<file path="src/rtl/axis_stepper_pkg.sv">
// Shared constants for the trigger-gated AXI4-Stream stepper.
// Mode encoding for cfg_mode and the two-state burst controller.
package axis_stepper_pkg;

  localparam logic MODE_LEVEL = 1'b0;
  localparam logic MODE_BURST = 1'b1;

  typedef enum logic {
    IDLE = 1'b0,
    RUN  = 1'b1
  } state_t;

endpackage

</file>
<file path="src/rtl/axis_stepper_burst.sv">
// Trigger-gated AXIS pass-through, level or counted-burst mode; zero latency, no data register.
// Backpressure: tready follows m_axis_tready while the gate is open; a stalled word only stalls the counter.
module axis_stepper_burst
  import axis_stepper_pkg::*;
#(
  parameter int AXIS_TDATA_WIDTH = 32,
  parameter int CNTR_WIDTH       = 32,
  parameter int PEND_WIDTH       = 4
) (
  input  logic                        aclk,
  input  logic                        areset,
  input  logic                        trg_flag,
  input  logic                        cfg_mode,
  input  logic [CNTR_WIDTH-1:0]       cfg_data,
  output logic [CNTR_WIDTH-1:0]       sts_bursts,
  output logic                        sts_dropped,
  output logic                        busy,
  output logic                        s_axis_tready,
  input  logic [AXIS_TDATA_WIDTH-1:0] s_axis_tdata,
  input  logic                        s_axis_tvalid,
  input  logic                        m_axis_tready,
  output logic [AXIS_TDATA_WIDTH-1:0] m_axis_tdata,
  output logic                        m_axis_tvalid
);

  state_t                state;
  logic [CNTR_WIDTH-1:0] cntr;
  logic [PEND_WIDTH-1:0] pending;
  logic                  trg_q;
  logic                  trg_edge;
  logic                  pass;
  logic                  hs;
  logic                  last_word;
  logic                  cfg_nz;

  assign trg_edge  = trg_flag & ~trg_q;
  assign cfg_nz    = (cfg_data != '0);
  // Level mode only gates while idle; once a burst runs, mode is ignored until IDLE.
  assign pass      = (state == RUN) | ((cfg_mode == MODE_LEVEL) & trg_flag);
  assign hs        = s_axis_tvalid & m_axis_tready & pass;
  assign last_word = hs & (cntr == CNTR_WIDTH'(1));

  assign s_axis_tready = m_axis_tready & pass;
  assign m_axis_tvalid = s_axis_tvalid & pass;
  assign m_axis_tdata  = s_axis_tdata;
  assign busy          = (state == RUN);

  always_ff @(posedge aclk) begin
    if (areset) begin
      state       <= IDLE;
      cntr        <= '0;
      pending     <= '0;
      trg_q       <= 1'b0;
      sts_bursts  <= '0;
      sts_dropped <= 1'b0;
    end else begin
      trg_q <= trg_flag;
      if (state == IDLE) begin
        if ((cfg_mode == MODE_BURST) && trg_edge && cfg_nz) begin
          cntr  <= cfg_data;
          state <= RUN;
        end
      end else if (last_word) begin
        sts_bursts <= sts_bursts + CNTR_WIDTH'(1);
        // A coincident edge replaces the pending decrement, so the queue depth is unchanged.
        if (((pending != '0) || trg_edge) && cfg_nz) begin
          cntr <= cfg_data;
          if (!trg_edge) pending <= pending - PEND_WIDTH'(1);
        end else begin
          cntr    <= '0;
          pending <= '0;
          state   <= IDLE;
        end
      end else begin
        if (hs) cntr <= cntr - CNTR_WIDTH'(1);
        if (trg_edge) begin
          if (&pending) sts_dropped <= 1'b1;
          else          pending     <= pending + PEND_WIDTH'(1);
        end
      end
    end
  end

endmodule

</file>
<file path="config.mk">
export PLATFORM = sky130hd
export DESIGN_NAME = axis_stepper_burst
export DESIGN_NICKNAME = d
export VERILOG_FILES = /design/src/rtl/axis_stepper_pkg.sv /design/src/rtl/axis_stepper_burst.sv
export SDC_FILE = /design/constraint.sdc
export NUM_CORES = 1
export LEC_CHECK = 0
export BUFFER_PORTS_ARGS = -buffer_cell sky130_fd_sc_hd__buf_2
export CELL_PAD_IN_SITES_DETAIL_PLACEMENT = 2
export CELL_PAD_IN_SITES_GLOBAL_PLACEMENT = 2
export CORE_ASPECT_RATIO = 0.75
export CORE_MARGIN = 2
export CORE_UTILIZATION = 31
export DETAILED_ROUTE_END_ITERATION = 10
export GPL_ROUTABILITY_DRIVEN = 0
export MAX_ROUTING_LAYER = met4
export PLACE_DENSITY_LB_ADDON = 0.08
export SYNTH_ARGS = -nofsm -noshare
export SYNTH_HDL_FRONTEND = slang
export SYNTH_SLANG_ARGS = --single-unit
</file>
<file path="constraint.sdc">
create_clock -name aclk -period 4.3 [get_ports aclk]
set_input_delay 0.43 -clock aclk [delete_from_list [all_inputs] [get_ports aclk]]
set_output_delay 0.43 -clock aclk [all_outputs]
set_load 0.01 [all_outputs]
</file>
After elaboration in Yosys (flattened, before gate mapping) --
Index checks and enable logic that the tools add are counted.
Word-level totals: register bits 71, input bits 70, output and inout port bits 68, logic and storage cells 52
Operators by class: add/subtract/negate cells 4, equality and inequality tests 4, multiplexer cells 14, bitwise operators 11, reduce and logical (&&, ||, !) cells 13
Operators by type and width (count):
- 32-bit two-way mux | 5
- 32-bit by 1-bit adder with 32-bit output (second input constant) | 1
- 32-bit by 1-bit equality test with 1-bit output (second input constant) | 1
- 32-bit nonzero test | 1
- 32-bit by 1-bit subtractor with 32-bit output (second input constant) | 1
- 4-bit two-way mux | 5
- 4-bit AND reduction | 2
- 1-bit AND | 7
- 7-bit AND reduction | 1
- 4-bit by 1-bit adder with 4-bit output (second input constant) | 1
- 1-bit two-way mux | 4
- 2-bit AND reduction | 2
- 2-bit nonzero test | 2
- 4-bit nonzero test | 1
- 4-bit by 1-bit subtractor with 4-bit output (second input constant) | 1
- 1-bit logical AND | 3
- 3-bit by 1-bit != test with 1-bit output (second input constant) | 1
- 3-bit != test (second input constant) | 1
- 1-bit NOT | 3
- 2-bit != test (second input constant) | 1
- 1-bit logical OR | 1
- 1-bit OR | 1

Depth between registers and ports, before layout --
word-level depth 7, mapped depth 10, depth with buffers taken out 8

Worst setup path after synthesis --
No wires, ideal clock.
path kind reg-to-reg, from register cntr[24], to register sts_bursts[22], setup time 128 ps, data arrival time 2725 ps, required time 4172 ps, slack 1447 ps, stages on the path, launching flop included 10, buffers on the path 3, clock period less this slack 2853 ps, path through dfxtp_1 or4_1 buf_2 or4_4 or4_4 buf_6 buf_6 nor4_1 xnor2_1 nor2_1
Between the ends: word-level cells in the longest chain between the ends 3
RTL lines:
- start, declared | line axis_stepper_burst.sv:27 | logic [CNTR_WIDTH-1:0] cntr;
- start signal, assigned | line axis_stepper_burst.sv:60 | cntr <= cfg_data;
- start signal, assigned | line axis_stepper_burst.sv:67 | cntr <= cfg_data;
- start signal, assigned | line axis_stepper_burst.sv:75 | if (hs) cntr <= cntr - CNTR_WIDTH'(1);
- 32-bit by 1-bit equality test with 1-bit output | line axis_stepper_burst.sv:41 | assign last_word = hs & (cntr == CNTR_WIDTH'(1));
- 1-bit AND | line axis_stepper_burst.sv:41
- 2-bit AND reduction (no line)
- end signal, assigned | line axis_stepper_burst.sv:64 | sts_bursts <= sts_bursts + CNTR_WIDTH'(1);
- end, declared | line axis_stepper_burst.sv:15 | output logic [CNTR_WIDTH-1:0] sts_bursts,
Every way passes these cells. A chain may end at the register's enable or synchronous reset.

Worst setup path in the final report --
from register cntr[24], to register cntr[3]
Between the ends: word-level cells in the longest chain between the ends 4, elaborated cells between the ends (all ways) 6, classes of those cells 2 x eq/ne; 2 x mux; 1 x bitwise; 1 x reduce/logical
RTL lines (line):
- 32-bit by 1-bit equality test with 1-bit output (*) | axis_stepper_burst.sv:41
- 1-bit AND (*) | axis_stepper_burst.sv:41
- 3-bit by 1-bit != test with 1-bit output (no line) / 32-bit two-way mux (equally long branches)
- 2-bit AND reduction (no line) / 32-bit two-way mux (equally long branches)
Mark *: on every way between the ends. The rest lies on a longest branch, timed or not.

==> metrics.md <==
| Metric | Value |
|---|---|
| Most common cell after layout, fill and taps aside | `buf_2` |
| WL final | `15600 microns` |
| Grt ovf | `0` |
| FMAX | `298 MHz` |
| Clock Tree Root | `clkbuf_16` |
| Die width | `140 microns` |
| Clock Sinks | `71` |
| Residual DRC | `0` |
| Sequential fraction of the synthesis area | `33.1%` |
| H-Tree Level Count | `3` |
| Hold WS | `0.348 ns` |
| Ant diodes | `0` |
| Power, Total | `1.88 mW` |
| Hold Path Class | `input port to register` |
| Worst skew pair latency | `0.35 ns` |
| Initial drt markers | `246` |
| Worst slew pin tran | `1.24 ns` |
| Row count | `37` |
| Global-route wire length before repair | `25300 microns` |
| IO Pins | `138` |
| Drt via density | `5.69` |
| Leak Pwr | `1.76 nW` |
| Worst vdd ir | `0.000203 V` |
| Most frequent cells in the layout | `buf_2 (73), dfxtp_1 (71), nor2_1 (66), nor3_1 (34), nor4_1 (32)` |
| Detailed Place HPWL | `11100 microns` |
| Die area | `14800 sq um` |
| Status | `finished clean` |
| Inst Count DP | `746` |
| Critical Path RT | `4.57 ns` |
| CP endpoint kind | `register` |
| Gate Count Post-Synth | `551` |
| Starting density of the core | `31.5%` |
| Post-route cell area | `4900 sq um` |
| Layout cell share with drive strength beyond 1 | `18.4%` |
| Via count | `4334` |
| Seq cells post-synth | `71` |
| Post-route insts no fill | `762` |
| Slew margin rel. | `17.1%` |
| Nets | `658` |
| Syn avg cell area | `7.79 sq um` |
| IO buf count | `73` |
| Post-cts repair resize count | `0` |
| Primary FF master, synth | `dfxtp_1` |
| Synthesized cell area | `4290 sq um` |
| Vias in the first global route | `4547` |
| Worst Setup Start Kind | `register` |
| RSZ-0062 raised after global routing | `no` |
| Die height | `106 microns` |
| EDFF count, synth | `0` |
| Fill count | `1593` |
| # setup viols final | `0` |
| Crit path kind | `register to register` |
| Pwr per Cell Area | `384 nW/um^2` |
| Post-route antenna net violation count | `0` |
| Ys async rst share | `0%` |
| Hold_buf cts | `0` |
| Setup Skew | `0.00833 ns` |
| CTS tree | `built` |
| Clock transition at path regs | `0.06 ns` |
| # Post-CTS Setup Buffers | `0` |
| Netlist cell types | `49` |
| TritonCTS buffer count | `9` |
| Core Box Area | `13600 sq um` |
| Max cap viols | `0` |
| Routed len/inst | `20.4 microns` |
| Syn nets | `627` |
| Crit path max fanout | `39` |
| First-pass detailed-route iteration total | `5` |
| Ys Warns | `0` |
| Crit share post-route | `78.1%` |
| Fin. Hold Viols | `0` |
| Area Growth Syn to Fin | `14.1%` |
| Post-Place Cell Area | `4590 sq um` |
| Total track usage | `22.2%` |
| Max clock buf depth | `2` |
| CP arrival | `3.63 ns` |
| Max Slew Vio Count | `0` |
| Pin count of the biggest net entering global routing | `47` |
| Final min period | `3.36 ns` |
| Initial antenna violation count | `0` |
| Setup TNS | `0 ns` |
-- state kept, by name (all words and copies together), names as in the netlist --
| register | count |
|---|---|
| busy | 1 |
| cntr | 32 |
| pending | 4 |
| sts_bursts | 32 |
| sts_dropped | 1 |
| trg_q | 1 |
-- layout make-up --
| type | count | area [sq um] | area share, % |
|---|---|---|---|
| clock buffers | 10 | 229 | 4.67 |
| inverters | 26 | 97.6 | 1.99 |
| repair buffers | 85 | 455 | 9.30 |
| clock inverters | 6 | 83.8 | 1.71 |
| well taps | 175 | 219 | 4.47 |
| multi-input cells | 389 | 2390 | 48.8 |
| flip-flops and latches | 71 | 1420 | 29.0 |
-- stage by stage --
step | util (%) | setup WS, ns
after floorplan | - | 1.45
after global placement | 33.7 | 1.07
after detailed placement | 33.7 | 0.971
after CTS | 36.0 | 0.912
after global routing | 36.0 | 0.608
final | 36.0 | 0.942
-- layer usage --
metal	up-vias	wire [microns]	global-route usage, %	part of all wire (%)
met1	2142	7920	31.5	51
met4	0	164	5.14	1.1
li1	2070	-	-	-
met5	-	0	-	0
met3	22	758	5.00	4.9
met2	100	6710	32.1	43
-- Yosys cell counts (3+ instances only) --
master | instances | area share, %
a32oi_1 | 8 | 1.6
o22ai_1 | 10 | 1.5
nand2_1 | 19 | 1.7
and3_1 | 3 | 0.44
buf_4 | 32 | 5.6
xnor2_1 | 31 | 6.3
a21oi_1 | 30 | 3.5
or3_1 | 5 | 0.73
buf_2 | 3 | 0.35
or4_1 | 6 | 1.0
xor2_1 | 5 | 1.0
o32ai_1 | 12 | 2.4
nand3_1 | 19 | 2.2
clkbuf_1 | 27 | 2.4
nor4_1 | 32 | 4.7
o21ai_0 | 22 | 2.6
a211oi_1 | 10 | 1.7
a22oi_1 | 7 | 1.2
a31oi_1 | 5 | 0.73
nor2_1 | 66 | 5.8
dfxtp_1 | 71 | 33
inv_1 | 26 | 2.3
nand4_1 | 16 | 2.3
nor3_1 | 34 | 4.0
nor2b_1 | 6 | 0.87
buf_6 | 3 | 0.79
nand2b_1 | 4 | 0.58
ha_1 | 6 | 1.7
a221oi_1 | 6 | 1.2
-- critical path: stages (launching register included) --
cell      delay (ns)
dfxtp_1         0.33
or4_1           0.64
or4_4           0.49
or4_4           0.77
o21ai_0         0.65
a211oi_1        0.17
nor3_1          0.21
-- cells by family (layout without fill, tap and decap cells) --
group	Yosys count	count (layout)	synth area share [%]
flip-flops	71	71	33.1
XOR/XNOR	36	36	7.34
AO/OA/AOI/OAI	121	121	18.6
AND/OR/NAND/NOR	223	223	27.1
multiplexers	3	3	0.728
buffers and inverters	91	127	11.4
adder cells (fa/ha/maj)	6	6	1.75
-- power breakdown --
group	leakage, nW	total [mW]	switching [mW]	internal [mW]
sequential	0.576	0.707	0.0262	0.681
clock	0.157	0.821	0.314	0.507
combinational	1.02	0.350	0.230	0.120
-- final timing paths --
check	startpoint	endpoint	slack (ns)	depth (start not counted)
max	cntr[24]	cntr[3]	0.94	6
min	trg_flag	trg_q	0.35	2
max reg2reg	cntr[24]	cntr[3]	0.94	6
min reg2reg	sts_dropped	sts_dropped	0.49	2
(Power assumes the default switching activity.)
